### src/rtl/usr_pkg.sv
// Shared definitions for the shift sequencer.
// Holds the shift-register mode codes and the sequencer FSM state encoding.
package usr_pkg;

    // Mode codes understood by universal_shift_register
    localparam logic [1:0] MODE_HOLD = 2'b00;
    localparam logic [1:0] MODE_SHR  = 2'b01;
    localparam logic [1:0] MODE_SHL  = 2'b10;
    localparam logic [1:0] MODE_LOAD = 2'b11;

    // Sequencer FSM states
    typedef enum logic [1:0] {
        ST_IDLE  = 2'b00,
        ST_LOAD  = 2'b01,
        ST_SHIFT = 2'b10,
        ST_DONE  = 2'b11
    } state_e;

endpackage

### src/rtl/universal_shift_register.sv
// N-bit universal shift register.
// Supports hold, shift right, shift left and parallel load, selected by mode.
module universal_shift_register
    import usr_pkg::*;
#(
    parameter int N = 4
) (
    input  logic         clk,
    input  logic         rst_n,
    input  logic [1:0]   mode,
    input  logic [N-1:0] parallel_in,
    input  logic         serial_in_left,
    input  logic         serial_in_right,
    output logic [N-1:0] q
);

    logic [N-1:0] q_q;
    logic [N-1:0] q_d;

    // Select the next register value from the requested mode
    always_comb begin
        // NOTE: assigning a default first keeps every path covered, so no latch is inferred.
        q_d = q_q;
        case (mode)
            MODE_SHR:  q_d = {serial_in_left, q_q[N-1:1]};
            MODE_SHL:  q_d = {q_q[N-2:0], serial_in_right};
            MODE_LOAD: q_d = parallel_in;
            default:   q_d = q_q;
        endcase
    end

    // Register storage, cleared asynchronously
    always_ff @(posedge clk or negedge rst_n) begin
        if (!rst_n) begin
            // NOTE: non-blocking assignments in clocked blocks avoid simulation races between registers.
            q_q <= '0;
        end else begin
            q_q <= q_d;
        end
    end

    assign q = q_q;

endmodule

### src/rtl/shift_sequencer.sv
// Shift sequencer: accepts a job (word, direction, count, fill bit), loads the
// word into a universal shift register, shifts it the requested number of times
// (clamped to N) and pulses done. A job can be cancelled with abort.
module shift_sequencer
    import usr_pkg::*;
#(
    parameter int N  = 4,
    parameter int CW = $clog2(N + 1)
) (
    input  logic          clk,
    input  logic          reset,
    input  logic          start_valid,
    output logic          start_ready,
    input  logic [N-1:0]  data_in,
    input  logic          dir,
    input  logic [CW-1:0] shift_count,
    input  logic          fill_bit,
    input  logic          abort,
    output logic [1:0]    mode,
    output logic [N-1:0]  q,
    output logic          serial_out,
    output logic          serial_valid,
    output logic          busy,
    output logic          done
);

    localparam logic [CW-1:0] N_CW = CW'(N);

    state_e        state_q, state_d;
    logic [CW-1:0] cnt_q, cnt_d;
    logic          dir_q, dir_d;
    logic          fill_q, fill_d;
    logic [N-1:0]  data_q, data_d;
    logic          accept;

    assign start_ready = (state_q == ST_IDLE);
    assign busy        = (state_q != ST_IDLE);
    assign accept      = start_valid && start_ready;

    // FSM state register
    always_ff @(posedge clk or negedge reset) begin
        if (!reset) begin
            state_q <= ST_IDLE;
        end else begin
            state_q <= state_d;
        end
    end

    // Job latches and shift down-counter
    always_ff @(posedge clk or negedge reset) begin
        if (!reset) begin
            cnt_q  <= '0;
            dir_q  <= 1'b0;
            fill_q <= 1'b0;
            data_q <= '0;
        end else begin
            cnt_q  <= cnt_d;
            dir_q  <= dir_d;
            fill_q <= fill_d;
            data_q <= data_d;
        end
    end

    // Capture the job on acceptance, count down while shifting
    always_comb begin
        cnt_d  = cnt_q;
        dir_d  = dir_q;
        fill_d = fill_q;
        data_d = data_q;
        if (accept) begin
            dir_d  = dir;
            fill_d = fill_bit;
            data_d = data_in;
            cnt_d  = (shift_count > N_CW) ? N_CW : shift_count;
        end else if (state_q == ST_SHIFT && !abort) begin
            cnt_d = cnt_q - CW'(1);
        end
    end

    // Next-state logic; abort outranks every transition out of a busy state
    always_comb begin
        state_d = state_q;
        if (abort && state_q != ST_IDLE) begin
            state_d = ST_IDLE;
        end else begin
            case (state_q)
                ST_IDLE:  if (accept) state_d = ST_LOAD;
                ST_LOAD:  state_d = (cnt_q != '0) ? ST_SHIFT : ST_DONE;
                ST_SHIFT: if (cnt_q <= CW'(1)) state_d = ST_DONE;
                ST_DONE:  state_d = ST_IDLE;
                default:  state_d = ST_IDLE;
            endcase
        end
    end

    // Outputs: register mode, serial tap and completion pulse
    always_comb begin
        mode         = MODE_HOLD;
        done         = 1'b0;
        serial_valid = 1'b0;
        serial_out   = 1'b0;
        case (state_q)
            ST_LOAD: begin
                if (!abort) mode = MODE_LOAD;
            end
            ST_SHIFT: begin
                serial_valid = 1'b1;
                serial_out   = dir_q ? q[N-1] : q[0];
                if (!abort) mode = dir_q ? MODE_SHL : MODE_SHR;
            end
            ST_DONE: begin
                done = !abort;
            end
            default: begin
                mode = MODE_HOLD;
            end
        endcase
    end

    // The fill bit enters whichever end is vacated; the register ignores the other input
    universal_shift_register #(.N(N)) u_usr (
        .clk             (clk),
        .rst_n           (reset),
        .mode            (mode),
        .parallel_in     (data_q),
        .serial_in_left  (fill_q),
        .serial_in_right (fill_q),
        .q               (q)
    );

endmodule

### config.mk
export PLATFORM = sky130hd
export DESIGN_NAME = shift_sequencer
export DESIGN_NICKNAME = d
export VERILOG_FILES = /design/src/rtl/usr_pkg.sv /design/src/rtl/universal_shift_register.sv /design/src/rtl/shift_sequencer.sv
export SDC_FILE = /design/constraint.sdc
export NUM_CORES = 1
export LEC_CHECK = 0
export ABC_AREA = 1
export CORE_ASPECT_RATIO = 0.9
export CORE_MARGIN = 2
export CORE_UTILIZATION = 43
export DETAILED_ROUTE_END_ITERATION = 10
export MAX_ROUTING_LAYER = met4
export PLACE_DENSITY = 0.74
export SLEW_MARGIN = 40
export SYNTH_ARGS = -nofsm -noshare
export SYNTH_HDL_FRONTEND = slang
export SYNTH_SLANG_ARGS = --single-unit
### constraint.sdc
create_clock -name clk -period 1.7 [get_ports clk]
set_clock_uncertainty 0.2 [all_clocks]
set_input_delay 0.51 -clock clk [delete_from_list [all_inputs] [get_ports clk]]
set_output_delay 0.51 -clock clk [all_outputs]
set_load 0.02 [all_outputs]
==> flow_summary.toml <==
[cells_and_area]
stdcell_count = 208
antenna_cells = 0
n_fill_cell = 169
multi_input_area_um2 = 609
stdcell_area_mm2 = 0.00154
layout.nets = 204
synthToLayoutAreaGrowth_pct = 58.8
drive_above_1_share = 0.354
final-seq-area_um2 = 377
postLayoutCoreUtil = 0.713

[global_route]
grt.met2_usage = 0.321
grtUsageMet3 = 0.0307
overflow = 0
antenna_found_initial = 0
top_usage_layer = "met2"
grt_max_degree = 16
met1_usage = 0.302
grt_pass1_wl_um = 4170
grt_pass1_vias = 934
grt_usage = 0.219

[synth]
synthesis.area_um2 = 971
seq_area_frac_synth = 0.387
synthCells = 128
synth.avg_cell_area_um2 = 7.59
synth.yosys.warnings = 0
synth_seq_cells = 15
netlist-cell-type-count = 18
syn-num-nets = 150

[floorplanning]
start_util = 0.449
core-area_mm2 = 0.00216
fp-row-count = 16
die_height_um = 49.1
die_x_um = 54.1
io_pins = 24
die-area_mm2 = 0.00265

[timing]
setup_violations = 11
hold_viol = 0
rsz0062_at_grt = "true"
fmax_ghz = 0.462
slew_headroom = 0.864
fin_crit_ns = 2.16
setup_slack_ns = -0.463
slew_violations = 0
tightest_slew_ns = 0.203
min_period_over_period = 1.27

[power_and_ir_drop]
seqPwrFrac = 0.243
p_clk_frac = 0.080
vdd_drop_max_mv = 1.06
power.internal_uw = 1490
power.switching_uw = 1190
p_leak_uw = 0.000808
p_per_area_mw_per_mm2 = 1730
swShare = 0.444
comb_power_share = 0.678

[placed_design]
place_area_mm2 = 0.00146
placedCellCount = 202
portBuffers = 23
dp_hpwl_um = 1890
routabilityCongestion = 0.886

[outcome]
outcome = "complete, but fails checks"
failed_checks = "negative setup slack"

[drt]
ant_nets = 0
drc = 0
wl_per_cell_um = 11.6
drt_first_iter_violations = 19
num_vias = 985
first_pass_iters = 4
routed_wl_um = 2410
avgViaCountPerCell = 4.74

[min_path]
hold_path.class = "reg2reg"

[run]
maxCapViolations = 0

[clock_tree]
clock_latency_ns = 0.29
cts_sinks = 15
htree_levels = 1
cts_max_path_buffers = 2
cts_tree = "yes"
cts_buffers = 3
clk_pin_slew_ns = 0.09
hold_buffers = 0
root_buffer = "clkbuf_4"

[setup_path]
cp_max_fo = 3
crit_path_end_kind = "output port"
start_kind = "register"
worstPathArrival_ns = 1.45
required_ns = 0.99
crit_type = "reg2out"
registers in the layout, summed over array words and instances (netlist names):
name	flops
fill_q	1
state_q	2
dir_q	1
u_usr.q	4
cnt_q	3
data_q	4
layer usage:
layer  part of all wire  up-vias
met2               0.48       21
li1                   -      508
met1               0.47      451
met3              0.035        5
met4              0.016        0
met5                  0        -
stage by stage:
step                setup TNS, ns  worst slack [ns]  hold slack (ns)  total power [uW]
detailed placement          -7.37             -1.02            0.271              2360
CTS                         -2.73            -0.463            0.296              2650
global route                -3.44            -0.532            0.338              2910
global placement            -7.05            -0.970            0.269              2300
floorplan                  -0.467            -0.231           0.0144              1620
finish                      -2.73            -0.463            0.296              2670
timing repair:
action / in CTS / in global routing
pin swaps: 5 / 2
buffers inserted: 3 / 0
endpoints found under the setup margin: 16 / 20
gates resized for setup: 51 / 10
cell families after synthesis:
group	count (synthesis)	share of synthesized area
compound gates	13	0.0851
xor+xnor	1	0.00902
flops	15	0.387
simple gates	73	0.332
buf+inv	17	0.0709
fa+ha+maj	9	0.116
cells in the mapped netlist:
master    count  area [um^2]
nand3_1       8         40.0
o21ai_0       8         40.0
a21oi_1       2         10.0
inv_2         2         7.51
xor2_1        1         8.76
inv_1        13         48.8
nor2_1        8         30.0
nand2_4       2         22.5
dfrtp_1      15          375
nor2_8        1         20.0
ha_1          9          113
nand4_1       2         12.5
a22oi_1       1         7.51
a21boi_4      1         18.8
a31oi_1       1         6.26
nand2_1      51          191
inv_4         2         12.5
nand2_2       1         6.26
final timing paths:
kind                                             start                      to  slack [ns]  cells past startpoint
worst max-delay path            state_q[0]$_DFFE_PN0P_                 mode[1]       -0.46                      7
worst min-delay path             data_q[1]$_DFFE_PN0P_   data_q[1]$_DFFE_PN0P_        0.30                      2
worst max register to register  state_q[0]$_DFFE_PN0P_  u_usr.q[0]$_DFFE_PN0P_       -0.04                     11
worst min register to register   data_q[1]$_DFFE_PN0P_   data_q[1]$_DFFE_PN0P_        0.30                      2
max in group asynchronous                        reset  state_q[1]$_DFFE_PN0P_        0.79                      2
min in group asynchronous                        reset  state_q[0]$_DFFE_PN0P_        0.32                      2
worst max-delay path, stage by stage (launching register included):
cell,delay (ns)
dfrtp_1,0.42
buf_4,0.17
ha_4,0.17
nand2_4,0.08
nand2_2,0.07
nand2_4,0.07
inv_4,0.03
buf_2,0.14
area by class of cell:
class | count | share of cell area
timing repair buffer | 49 | 0.274
tap | 27 | 0.0219
clock buffer | 3 | 0.0146
multi-input combinational | 96 | 0.395
inverter | 17 | 0.0463
sequential | 15 | 0.244
clock inverter | 1 | 0.00325
power by group through the flow:
| stage | combinational, uW | sequential [uW] | clock (uW) |
|---|---|---|---|
| final | 1810 | 648 | 212 |
| after global routing | 1990 | 668 | 245 |
| after CTS | 1780 | 641 | 223 |
| after detailed placement | 1720 | 641 | 0 |
| after global placement | 1660 | 636 | 0 |
| after floorplan | 927 | 692 | 0 |
placed cells by master, fill, tap and decap left out:
cell type        netlist  final
nor2_1                 8      4
ha_1                   9      4
nor2_8                 1      1
buf_2                  0      2
xor2_1                 1      1
inv_4                  2      3
o21ai_1                0      1
dfrtp_2                0      1
ha_2                   0      1
nor2_4                 0      2
clkdlybuf4s15_2        0      1
buf_4                  0     22
o21ai_0                8      5
nand3_1                8      8
dfrtp_1               15     14
nand2_2                1      2
clkbuf_4               0      3
nor2_2                 0      2
clkbuf_2               0      2
clkinv_2               0      1
dlygate4sd2_1          0      3
inv_1                 13     10
o21ai_2                0      2
nand2_4                2      2
clkdlybuf4s50_1        0     11
nand4_1                2      2
ha_4                   0      4
inv_2                  2      4
a22oi_1                1      1
a21boi_4               1      1
nand2_1               51     50
a21oi_1                2      2
a31oi_1                1      1
buf_6                  0      8
No activity file was read; power rests on OpenSTA's default activity.
